==> config.mk <==
export PLATFORM = sky130hd
export DESIGN_NAME = lcv_div_seq_del
export DESIGN_NICKNAME = d
export VERILOG_FILES = /design/src/rtl/lcv_div_seq_del.sv
export SDC_FILE = /design/constraint.sdc
export NUM_CORES = 1
export LEC_CHECK = 0
export CORE_ASPECT_RATIO = 1.5
export CORE_MARGIN = 2
export CORE_UTILIZATION = 52
export CTS_CLUSTER_DIAMETER = 40
export DETAILED_ROUTE_END_ITERATION = 7
export PLACE_DENSITY = 0.78
export RECOVER_POWER = 50
export SKIP_CTS_REPAIR_TIMING = 1
export SYNTH_ARGS = -nofsm -noshare
export SYNTH_HDL_FRONTEND = slang
export SYNTH_SLANG_ARGS = --single-unit
==> constraint.sdc <==
create_clock -name clk -period 3.25 [get_ports clk]
set_clock_uncertainty 0.1 [all_clocks]
set_input_delay 0.4875 -clock clk [delete_from_list [all_inputs] [get_ports clk]]
set_output_delay 0.4875 -clock clk [all_outputs]
set_load 0.02 [all_outputs]
==> src/rtl/lcv_div_seq_del.sv <==
// lcv_div_seq_del
// Iterative restoring integer divider for the execute path (DIV/DIVU/REM/REMU).
// Each RUN cycle produces one quotient bit by conditional subtraction.
//
// Handshake: a transfer happens on a rising clk edge where valid and ready are
// both high. The producer holds its payload stable while valid is high and
// ready is low. inp_* is sampled only on the accept edge. outp_* stays stable
// from the entry to DONE until the edge where outp_ready is seen high.
//
// Ports
//   clk            clock, all flops on posedge
//   rst            asynchronous active-low reset
//   inp_valid      request valid
//   inp_ready      high only in IDLE
//   inp_dividend   dividend   [WIDTH]
//   inp_divisor    divisor    [WIDTH]
//   inp_signed     1 = two's-complement divide, 0 = unsigned
//   outp_valid     result valid, high only in DONE
//   outp_ready     consumer accepts result
//   outp_quot      quotient   [WIDTH]
//   outp_rem       remainder  [WIDTH]
//   outp_div_zero  divisor was zero
//   busy           state != IDLE
module lcv_div_seq_del #(
  parameter int WIDTH = 32
) (
  input  logic             clk,
  input  logic             rst,
  input  logic             inp_valid,
  output logic             inp_ready,
  input  logic [WIDTH-1:0] inp_dividend,
  input  logic [WIDTH-1:0] inp_divisor,
  input  logic             inp_signed,
  output logic             outp_valid,
  input  logic             outp_ready,
  output logic [WIDTH-1:0] outp_quot,
  output logic [WIDTH-1:0] outp_rem,
  output logic             outp_div_zero,
  output logic             busy
);

  localparam int CW = $clog2(WIDTH);

  typedef enum logic [2:0] {
    S_IDLE  = 3'd0,
    S_PREP  = 3'd1,
    S_RUN   = 3'd2,
    S_FIXUP = 3'd3,
    S_DONE  = 3'd4
  } state_t;

  state_t           state;
  // dvd_q holds the raw dividend until PREP, then its magnitude, and during
  // RUN the quotient bits shift in from the bottom as dividend bits leave.
  logic [WIDTH-1:0] dvd_q;
  logic [WIDTH-1:0] dsr_q;
  logic [WIDTH-1:0] rem_q;
  logic [CW-1:0]    cnt_q;
  logic             sgn_q;
  logic             neg_quot_q;
  logic             neg_rem_q;
  logic [WIDTH-1:0] quot_o;
  logic [WIDTH-1:0] rem_o;
  logic             dz_o;

  // PREP-stage operand decode
  logic             a_neg;
  logic             b_neg;
  logic [WIDTH-1:0] a_mag;
  logic [WIDTH-1:0] b_mag;
  logic             min_case;

  // RUN-stage trial subtraction
  logic [WIDTH:0]   rem_sh;
  logic [WIDTH:0]   diff;
  logic             no_borrow;

  always_comb begin
    a_neg    = sgn_q & dvd_q[WIDTH-1];
    b_neg    = sgn_q & dsr_q[WIDTH-1];
    // Negating MIN yields MIN again, which read unsigned is 2^(WIDTH-1).
    a_mag    = a_neg ? (~dvd_q + 1'b1) : dvd_q;
    b_mag    = b_neg ? (~dsr_q + 1'b1) : dsr_q;
    min_case = sgn_q && (dvd_q == {1'b1, {(WIDTH-1){1'b0}}}) && (dsr_q == '1);
  end

  always_comb begin
    // The bit shifted out of rem is kept as bit WIDTH so divisors with the
    // MSB set still compare correctly; the kept result always fits WIDTH bits.
    rem_sh    = {rem_q, dvd_q[WIDTH-1]};
    diff      = rem_sh - {1'b0, dsr_q};
    no_borrow = (rem_sh >= {1'b0, dsr_q});
  end

  always_ff @(posedge clk or negedge rst) begin
    if (!rst) begin
      state      <= S_IDLE;
      dvd_q      <= '0;
      dsr_q      <= '0;
      rem_q      <= '0;
      cnt_q      <= '0;
      sgn_q      <= 1'b0;
      neg_quot_q <= 1'b0;
      neg_rem_q  <= 1'b0;
      quot_o     <= '0;
      rem_o      <= '0;
      dz_o       <= 1'b0;
    end else begin
      case (state)
        S_IDLE: begin
          if (inp_valid) begin
            dvd_q <= inp_dividend;
            dsr_q <= inp_divisor;
            sgn_q <= inp_signed;
            state <= S_PREP;
          end
        end
        S_PREP: begin
          neg_quot_q <= a_neg ^ b_neg;
          neg_rem_q  <= a_neg;
          if (dsr_q == '0) begin
            quot_o <= '1;
            rem_o  <= dvd_q;
            dz_o   <= 1'b1;
            state  <= S_DONE;
          end else if (min_case) begin
            quot_o <= {1'b1, {(WIDTH-1){1'b0}}};
            rem_o  <= '0;
            dz_o   <= 1'b0;
            state  <= S_DONE;
          end else begin
            dvd_q <= a_mag;
            dsr_q <= b_mag;
            rem_q <= '0;
            cnt_q <= CW'(WIDTH-1);
            state <= S_RUN;
          end
        end
        S_RUN: begin
          rem_q <= no_borrow ? diff[WIDTH-1:0] : rem_sh[WIDTH-1:0];
          dvd_q <= {dvd_q[WIDTH-2:0], no_borrow};
          if (cnt_q == '0) begin
            state <= S_FIXUP;
          end else begin
            cnt_q <= cnt_q - 1'b1;
          end
        end
        S_FIXUP: begin
          quot_o <= neg_quot_q ? (~dvd_q + 1'b1) : dvd_q;
          rem_o  <= neg_rem_q ? (~rem_q + 1'b1) : rem_q;
          dz_o   <= 1'b0;
          state  <= S_DONE;
        end
        S_DONE: begin
          if (outp_ready) state <= S_IDLE;
        end
        default: state <= S_IDLE;
      endcase
    end
  end

  assign inp_ready     = (state == S_IDLE);
  assign outp_valid    = (state == S_DONE);
  assign busy          = (state != S_IDLE);
  assign outp_quot     = quot_o;
  assign outp_rem      = rem_o;
  assign outp_div_zero = dz_o;

endmodule

==> results.sh, run 1 <==
export IMPL_hpwl_mm=30.1
export IMPL_wl_mm=48.0
export IMPL_max_vdd_ir_drop_mv=0.547
export IMPL_syn_inst=1446
export IMPL_end_kind="register"
export IMPL_track_usage_pct=33.1
export IMPL_cpPeakStageDelay_ns=0.58
export IMPL_yosysTopAreaCellShare_pct=36.0
export IMPL_grt_max_degree=66
export IMPL_clk_latency_ns=0.44
export IMPL_drv_cap=1
export IMPL_cts_sinks=172
export IMPL_grt_pass1_vias=12334
export IMPL_min_period_ns=3.66
export IMPL_power_mw=17.4
export IMPL_fp_coreArea_sq_mm=0.0228
export IMPL_syn_nets=1554
export IMPL_numCtsBuffers=17
export IMPL_ys_ff_latch=172
export IMPL_viasPerCell=6.72
export IMPL_cts_root_buf="clkbuf_16"
export IMPL_cts_path_max_buffers=2
export IMPL_antenna_found_initial=1
export IMPL_fin_nets=1828
export IMPL_syn_area_sq_mm=0.0120
export IMPL_drc=0
export IMPL_arrival_ns=3.91
export IMPL_place_congestion=1.02
export IMPL_overflow=0
export IMPL_synth_top_cell_by_area="dfrtp_1"
export IMPL_crit_top_cell="or4_4"
export IMPL_wire_per_inst_um=23.9
export IMPL_violations="max-capacitance violations, max-slew violations, negative setup slack"
export IMPL_synth_edff_count=0
export IMPL_grt_pass1_wl_mm=63.1
export IMPL_tritoncts="yes"
export IMPL_setup_viol=124
export IMPL_dieHeight_um=190
export IMPL_fin_area_sq_mm=0.0167
export IMPL_rows=68
export IMPL_cellLeakagePower_nw=6.99
export IMPL_ios=137
export IMPL_die_w_um=128
export IMPL_antenna_left=0
export IMPL_avgSynthCellArea_sq_um=8.27
export IMPL_htreeDepth=4
export IMPL_tightest_slew_ns=1.81
export IMPL_fillCellCount=1566
export IMPL_initial_core_util_pct=52.4
export IMPL_dpl_cell_area_sq_mm=0.0147
export IMPL_synth_seq_area_share_pct=36.0
export IMPL_clkTransAtPathRegs_ns=0.06
export IMPL_initialDrtViolationCount=1688
export IMPL_dp_cells=1935
export IMPL_path_max_fanout=5
export IMPL_setup_slack_ns=-0.410
export IMPL_dieArea_sq_mm=0.0242
export IMPL_period_share_pct=113
export IMPL_max_freq_ghz=0.273
export IMPL_finalSetupTns_ns=-20.32
export IMPL_min_path_type="reg2reg"
export IMPL_ys_top_cells_by_area="dfrtp_1 36%, o21ai_0 6.0%, nand2_1 5.4%"
export IMPL_io_buffers=136
export IMPL_ys_flop_type="dfrtp_1"
export IMPL_yosysWarnings=0
export IMPL_crit_slowest_cell="or4_4"
export IMPL_slew_headroom_pct=-21.0
export IMPL_critical_path_required_ns=3.50
export IMPL_synth_common_cells="172 x dfrtp_1, 172 x nand2_1, 143 x o21ai_0"
export IMPL_drive_gt1_share_pct=25.5
export IMPL_first_pass_iters=8
export IMPL_fin_cells=2011
export IMPL_status="finished, violations left"
export IMPL_ys_async_sr_fraction_pct=100
export IMPL_multi_input_area_sq_mm=0.00776
export IMPL_syn_to_final_growth_pct=39.6
export IMPL_hold_slack_ns=0.397
export IMPL_synth_distinct_cells=80
export IMPL_start_kind="register"
export IMPL_seqCellArea_sq_mm=0.00431
export IMPL_hold_violations=0
export IMPL_rsz0062_at_grt="yes"
export IMPL_vias=13516
export IMPL_powerDensity_mw_per_mm2=1040
export IMPL_finalMaxSlewViolations=66
export IMPL_cp_cell_sequence="or4_4 > or4_4 > or4_4 > nor4_4 > or2_4 > buf_6 > nor4_4 > o21bai_4 > clkbuf_16 > clkbuf_16 > nand2_2 > o21ai_1"
export IMPL_critPathKind="reg2reg"
## final timing paths
kind	from	endpoint	slack, ns	depth (start not counted)
hold / removal	outp_quot[21]	outp_quot[21]	0.40	2
setup reg to reg	dvd_q[8]	dvd_q[13]	-0.41	12
min in group asynchronous	rst	dsr_q[28]	0.96	2
hold reg to reg	outp_quot[21]	outp_quot[21]	0.40	2
max in group asynchronous	rst	outp_quot[5]	0.20	3
setup / recovery	dvd_q[8]	dvd_q[13]	-0.41	12
## cells by family (layout without fill, tap and decap cells)
kind of cell / Yosys count / in the layout / share of synthesized area (%)
compound gates: 454 / 459 / 24.4
other cells: 0 / 1 / 0
mux: 24 / 24 / 2.06
simple gates: 495 / 498 / 20.2
flops: 172 / 172 / 36.0
fa+ha+maj: 39 / 39 / 4.14
xor+xnor: 99 / 99 / 7.25
buf+inv: 163 / 439 / 5.86
## cell usage in the layout, fill, tap and decap left out, drive strengths merged, types with 17 or more instances in the layout
master and instances:
a211oi 27, a21oi 112, a221oi 21, a22oi 26
buf 206, clkbuf 36, clkdlybuf4s50 135, dfrtp 172
ha 38, inv 53, mux2i 19, nand2 176
nand3 61, nor2 97, nor3 32, nor4 17
o21ai 150, o22ai 23, or3 30, xnor2 45
xor2 54
## registers in the layout, summed over array words and instances, names as in the netlist
register / cells
cnt_q: 5
dsr_q: 32
dvd_q: 32
neg_quot_q: 1
neg_rem_q: 1
outp_div_zero: 1
outp_quot: 32
outp_rem: 32
rem_q: 32
sgn_q: 1
state: 3
## area by class of cell
class	count	share of cell area [%]
timing repair buffer	357	20.7
clock buffer	21	2.70
tap	280	2.10
multi-input combinational	1119	46.5
clock inverter	8	1.00
antenna	1	0.0150
sequential	172	25.8
inverter	53	1.19
## metal layers
metal  global-route usage [%]  wire, um
met5                        0         0
met4                     26.2      5200
met2                     57.7     23300
met3                     3.88      3880
met1                     36.0     15700
## where the power goes
group,switching (mW),internal (mW)
clock network,0.861,1.37
logic,6.29,4.97
registers,0.909,2.99
total,8.06,9.33
## through the flow
stage	utilization, %	worst slack (ns)
finish	73.2	-0.410
global route	73.2	-0.458
CTS	67.1	-0.147
detailed placement	64.4	-0.133
global placement	64.4	-0.0608
floorplan	-	-0.0154
## critical path: cells and delay by family, from the launching register on
family,cells,cell delay (ns)
simple gates,7,2.08
buf+inv,3,0.54
compound gates,2,0.44
flops,1,0.40
No activity file was read; power rests on OpenSTA's default activity.
==> inputs of run 2 (changes only) <==
--- a/config.mk
+++ b/config.mk
@@ -5,14 +5,16 @@
 export SDC_FILE = /design/constraint.sdc
 export NUM_CORES = 1
 export LEC_CHECK = 0
+export ABC_AREA = 1
 export CORE_ASPECT_RATIO = 1.5
-export CORE_MARGIN = 2
-export CORE_UTILIZATION = 52
+export CORE_MARGIN = 5
+export CORE_UTILIZATION = 53
 export CTS_CLUSTER_DIAMETER = 40
 export DETAILED_ROUTE_END_ITERATION = 7
 export PLACE_DENSITY = 0.78
 export RECOVER_POWER = 50
 export SKIP_CTS_REPAIR_TIMING = 1
+export SLEW_MARGIN = 20
 export SYNTH_ARGS = -nofsm -noshare
 export SYNTH_HDL_FRONTEND = slang
 export SYNTH_SLANG_ARGS = --single-unit
==> results.sh, run 2 <==
export IMPL_status="finished, violations left"
export IMPL_violations="max-capacitance violations, max-slew violations"
export IMPL_comb_power_share_pct=64.4
export IMPL_arrival_ns=3.23
export IMPL_max_freq_ghz=0.335
export IMPL_met3_usage_pct=4.15
export IMPL_path_max_fanout=71
export IMPL_io_buffers=136
export IMPL_max_vdd_ir_drop_mv=0.542
export IMPL_finalSetupTns_ns=0
export IMPL_finalMaxSlewViolations=64
export IMPL_syn_to_final_growth_pct=15.8
export IMPL_cts_path_max_buffers=2
export IMPL_cp_cell_sequence="inv_1 > ha_1 > nand3_2 > nor2_2 > nand2_2 > nor2_4 > nand3_1 > nand2_4 > nand2_8 > nand2_8 > inv_4 > nand2_1 > nand3_1"
export IMPL_synth_common_cells="803 x nand2_1, 242 x inv_1, 208 x nand3_1"
export IMPL_synth_seq_area_share_pct=31.3
export IMPL_drv_cap=1
export IMPL_synth_most_common_cell="nand2_1"
export IMPL_ys_ff_latch=172
export IMPL_gr_usage_met2_pct=57.2
export IMPL_drive_gt1_share_pct=6.17
export IMPL_syn_area_sq_mm=0.0138
export IMPL_grt_use_met1_pct=36.6
export IMPL_grt_pass1_vias=14268
export IMPL_grt_max_degree=72
export IMPL_powerDensity_mw_per_mm2=1070
export IMPL_p_sw_share_pct=54.7
export IMPL_dieArea_sq_mm=0.0293
export IMPL_cpPeakStageDelay_ns=0.39
export IMPL_num_antenna_cells=0
export IMPL_tightest_slew_ns=1.76
export IMPL_hpwl_mm=37.0
export IMPL_final_util_pct=62.0
export IMPL_crit_slowest_cell="dfrtp_1"
export IMPL_dieHeight_um=207
export IMPL_final_common_cell="nand2_1"
export IMPL_syn_nets=2283
export IMPL_first_pass_iters=6
export IMPL_clkTransAtPathRegs_ns=0.07
export IMPL_fp_coreArea_sq_mm=0.0257
export IMPL_vias=14717
export IMPL_wl_mm=47.5
export IMPL_antenna_left=0
export IMPL_slew_headroom_pct=-17.4
export IMPL_ios=137
export IMPL_ys_top_cells_by_area="dfrtp_1 31%, nand2_1 22%, nand3_1 7.6%"
export IMPL_antenna_found_initial=0
export IMPL_critPathKind="reg2reg"
export IMPL_yosysWarnings=0
export IMPL_numCtsBuffers=17
export IMPL_cts_root_buf="clkbuf_16"
export IMPL_internal_power_mw=7.68
export IMPL_htreeDepth=4
export IMPL_ys_async_sr_fraction_pct=100
export IMPL_synth_edff_count=0
export IMPL_track_usage_pct=32.5
export IMPL_critical_path_required_ns=3.49
export IMPL_initialDrtViolationCount=1167
export IMPL_place_congestion=1.01
export IMPL_p_sw_mw=9.29
export IMPL_hold_violations=0
export IMPL_top_usage_layer="met2"
export IMPL_period_share_pct=91.7
export IMPL_avgSynthCellArea_sq_um=6.32
export IMPL_cts_sinks=172
export IMPL_seq_power_share_pct=23.6
export IMPL_synth_distinct_cells=51
export IMPL_grt_pass1_wl_mm=75.5
export IMPL_viasPerCell=5.59
export IMPL_setup_viol=0
export IMPL_synth_top_cell_by_area="dfrtp_1"
export IMPL_tritoncts="yes"
export IMPL_clk_latency_ns=0.47
export IMPL_rows=72
export IMPL_ys_flop_type="dfrtp_1"
export IMPL_rsz0062_at_grt="no"
export IMPL_drc=0
export IMPL_syn_inst=2175
export IMPL_start_kind="register"
export IMPL_initial_core_util_pct=53.6
export IMPL_yosysTopAreaCellShare_pct=31.3
export IMPL_final_cell_mix="803 x nand2_1, 242 x inv_1, 208 x nand3_1"
export IMPL_fin_nets=2396
export IMPL_die_w_um=142
export IMPL_wire_per_inst_um=18.0
export IMPL_min_path_type="reg2reg"
export IMPL_clock_power_share_pct=12.1
export IMPL_min_period_ns=2.98
export IMPL_dpl_cell_area_sq_mm=0.0154
export IMPL_overflow=0
export IMPL_end_kind="register"
export IMPL_cellLeakagePower_nw=8.31
export IMPL_fin_area_sq_mm=0.0159
==> run 2: critical path: cells and delay by family, from the launching register on <==
| kind | cells | cell delay [ns] |
|---|---|---|
| adder cells (fa/ha/maj) | 1 | 0.26 |
| buffers and inverters | 2 | 0.44 |
| flip-flops | 1 | 0.39 |
| AND/OR/NAND/NOR | 10 | 1.56 |
==> run 2: area by class of cell <==
cell class | count | area, sq um
Clock inverter | 15 | 139
Tap cell | 333 | 417
Timing Repair Buffer | 166 | 1590
Multi-Input combinational cell | 1674 | 8090
Sequential cell | 172 | 4300
Fill cell | 2546 | 9750
Inverter | 257 | 970
Clock buffer | 17 | 425
==> run 2: worst paths after layout <==
kind / from / to / slack, ns / cells past startpoint
worst max-delay path: dvd_q[0] / outp_rem[13] / 0.27 / 13
worst min-delay path: outp_quot[7] / outp_quot[7] / 0.37 / 2
worst max register to register: dvd_q[0] / outp_rem[13] / 0.27 / 13
worst min register to register: outp_quot[7] / outp_quot[7] / 0.37 / 2
max in group asynchronous: rst / sgn_q / 0.58 / 3
min in group asynchronous: rst / cnt_q[1] / 0.91 / 2
==> run 2: cell families (layout without fill, tap and decap cells) <==
family / Yosys count / count (layout) / share of synthesized area, %
AND/OR/NAND/NOR: 1292 / 1292 / 39.9
flip-flops: 172 / 172 / 31.3
XOR/XNOR: 36 / 36 / 2.29
multiplexers: 2 / 2 / 0.155
buffers and inverters: 329 / 455 / 9.96
AO/OA/AOI/OAI: 305 / 305 / 12.8
adder cells (fa/ha/maj): 39 / 39 / 3.60
==> run 2: routing by layer <==
layer / up-vias / part of all wire, %
li1: 7231 / -
met1: 6719 / 36
met2: 591 / 51
met3: 176 / 5.8
met4: 0 / 7.0
met5: - / 0
==> run 2: power by group through the flow <==
stage	sequential (mW)	combinational, mW	clock, mW
2_1_floorplan	4.13	7.36	0
6_report	4.00	10.9	2.05
5_1_grt	4.12	12.1	2.14
3_5_place_dp	4.01	10.8	0
3_3_place_gp	4.00	10.7	0
4_1_cts	3.98	10.9	2.07
==> run 2: stage by stage <==
step | power, mW | instances | worst slack, ns | hold slack, ns
after detailed placement | 14.8 | 2601 | 0.352 | 0.359
after global routing | 18.4 | 2634 | 0.0839 | 0.397
after floorplan | 11.5 | 2175 | 0.985 | 0.0919
final | 17.0 | 2634 | 0.269 | 0.370
after CTS | 16.9 | 2633 | 0.336 | -0.0662
after global placement | 14.7 | 2601 | 0.446 | 0.355
==> inputs of run 3 (changes only) <==
--- a/config.mk
+++ b/config.mk
@@ -11,10 +11,13 @@
 export CORE_UTILIZATION = 53
 export CTS_CLUSTER_DIAMETER = 40
 export DETAILED_ROUTE_END_ITERATION = 7
+export HOLD_SLACK_MARGIN = 0.12
 export PLACE_DENSITY = 0.78
 export RECOVER_POWER = 50
+export REMOVE_ABC_BUFFERS = 1
 export SKIP_CTS_REPAIR_TIMING = 1
 export SLEW_MARGIN = 20
 export SYNTH_ARGS = -nofsm -noshare
 export SYNTH_HDL_FRONTEND = slang
 export SYNTH_SLANG_ARGS = --single-unit
+export TNS_END_PERCENT = 50
==> results.sh, run 3 (synthesis gave the netlist of run 2 again) <==
export IMPL_clkTransAtPathRegs_ns=0.07
export IMPL_powerDensity_mw_per_mm2=1080
export IMPL_max_freq_ghz=0.335
export IMPL_drive_gt1_share_pct=6.25
export IMPL_antenna_left=0
export IMPL_rsz0062_at_grt="no"
export IMPL_grt_pass1_vias=14428
export IMPL_slew_headroom_pct=-40.2
export IMPL_cp_depth=14
export IMPL_startpoint="dsr_q[1]"
export IMPL_p_sw_mw=9.50
export IMPL_hold_slack_ns=0.374
export IMPL_wire_per_inst_um=19.0
export IMPL_power_mw=17.3
export IMPL_p_sw_share_pct=54.9
export IMPL_fin_nets=2399
export IMPL_dieArea_sq_mm=0.0293
export IMPL_timing_rr_end="dvd_q[12]"
export IMPL_rrSetupSlack_ns=0.26
export IMPL_tightest_slew_ns=2.10
export IMPL_r2r_start="dsr_q[1]"
export IMPL_final_common_cell="nand2_1"
export IMPL_arrival_ns=3.26
export IMPL_wl_mm=50.0
export IMPL_grt_max_degree=79
export IMPL_ios=137
export IMPL_seq_power_share_pct=23.2
export IMPL_drv_cap=1
export IMPL_clock_power_share_pct=12.3
export IMPL_dp_cells=2604
export IMPL_numCtsBuffers=17
export IMPL_comb_power_share_pct=64.4
export IMPL_min_path_type="reg2reg"
export IMPL_r2r_cells=14
export IMPL_track_usage_pct=33.9
export IMPL_place_congestion=0.971
export IMPL_setup_viol=0
export IMPL_worst_path_buf_inv=2
export IMPL_viasPerCell=5.66
export IMPL_critPathKind="reg2reg"
export IMPL_first_pass_iters=7
export IMPL_drc=0
export IMPL_violations="max-capacitance violations, max-slew violations"
export IMPL_initial_core_util_pct=53.6
export IMPL_critical_path_required_ns=3.53
export IMPL_status="finished, violations left"
export IMPL_cp_top_family="compound AO/OA/AOI/OAI gates"
export IMPL_cts_sinks=172
export IMPL_path_max_fanout=41
export IMPL_end_kind="register"
export IMPL_hpwl_mm=39.0
export IMPL_overflow=0
export IMPL_finalMaxSlewViolations=77
export IMPL_io_buffers=136
export IMPL_hold_violations=0
export IMPL_fin_cells=2637
export IMPL_max_vdd_ir_drop_mv=0.635
export IMPL_rows=72
export IMPL_start_kind="register"
export IMPL_crit_top_cell="nand2_4"
export IMPL_tritoncts="yes"
export IMPL_clk_latency_ns=0.46
export IMPL_hp_start="outp_quot[6]"
export IMPL_die_w_um=142
export IMPL_finalSetupTns_ns=0
export IMPL_cp_cell_sequence="inv_1 > ha_1 > nand2_2 > nor2_4 > nand2_4 > nor2_8 > nand2_4 > nor2_4 > nand2_2 > nand2_4 > a21boi_4 > buf_4 > o21ai_0 > o21ai_0"
export IMPL_htreeDepth=4
export IMPL_dieHeight_um=207
export IMPL_internal_power_mw=7.82
export IMPL_syn_to_final_growth_pct=16.4
export IMPL_num_antenna_cells=0
export IMPL_min_period_ns=2.99
export IMPL_initialDrtViolationCount=1037
export IMPL_period_share_pct=91.9
export IMPL_antenna_found_initial=0
export IMPL_cpPeakStageDelay_ns=0.83
export IMPL_min_path_cells=2
export IMPL_vias=14937
export IMPL_fp_coreArea_sq_mm=0.0257
export IMPL_cts_root_buf="clkbuf_16"
export IMPL_cellLeakagePower_nw=8.32
export IMPL_grt_pass1_wl_mm=77.9
export IMPL_final_util_pct=62.4
export IMPL_final_cell_mix="803 x nand2_1, 242 x inv_1, 208 x nand3_1"
export IMPL_crit_slowest_cell="a21boi_4"
export IMPL_worstHoldEndpoint="outp_quot[6]"
export IMPL_cts_path_max_buffers=2
## run 3: worst max-delay path by stage
stage,endpoint,slack [ns]
final,dvd_q[12],0.26
after global routing,dvd_q[12],0.08
after floorplan,rem_q[29],-0.44
after CTS,outp_quot[18],0.29
after global placement,dvd_q[12],0.37
after detailed placement,outp_quot[18],0.30
## run 3: power by group through the flow
| stage | Sequential [mW] | Clock, mW | Combinational [mW] |
|---|---|---|---|
| floorplan | 4.17 | 0 | 6.91 |
| global placement | 4.00 | 0 | 10.9 |
| detailed placement | 4.01 | 0 | 11.1 |
| CTS | 3.99 | 2.14 | 11.1 |
| global route | 4.12 | 2.25 | 12.3 |
| finish | 4.03 | 2.14 | 11.2 |
## run 3: tightest hold or removal path, cell delays in order (launching register included)
cell     delay, ns
dfrtp_1       0.34
nand2_1       0.05
nand2_1       0.05
## run 3: layer usage
| metal | vias to the layer above | GRT usage [%] | part of all wire, % |
|---|---|---|---|
| met5 | - | 0 | 0 |
| met4 | 0 | 22.8 | 7.8 |
| met3 | 176 | 3.96 | 5.5 |
| met2 | 668 | 58.7 | 50 |
| met1 | 6866 | 38.6 | 36 |
| li1 | 7227 | - | - |
## run 3: cell type report
class / instances / area, sq um
clock buffer: 18 / 439
clock inverter: 14 / 159
fill: 2518 / 9670
inverter: 257 / 970
multi-input combinational: 1674 / 8090
sequential: 172 / 4300
tap: 333 / 417
timing repair buffer: 169 / 1640
## run 3: through the flow
step	cell area, sq um	worst slack (ns)
5_1_grt	16000	0.0758
6_report	16000	0.263
2_1_floorplan	13400	-0.442
4_1_cts	16000	0.286
3_3_place_gp	15400	0.372
3_5_place_dp	15400	0.299
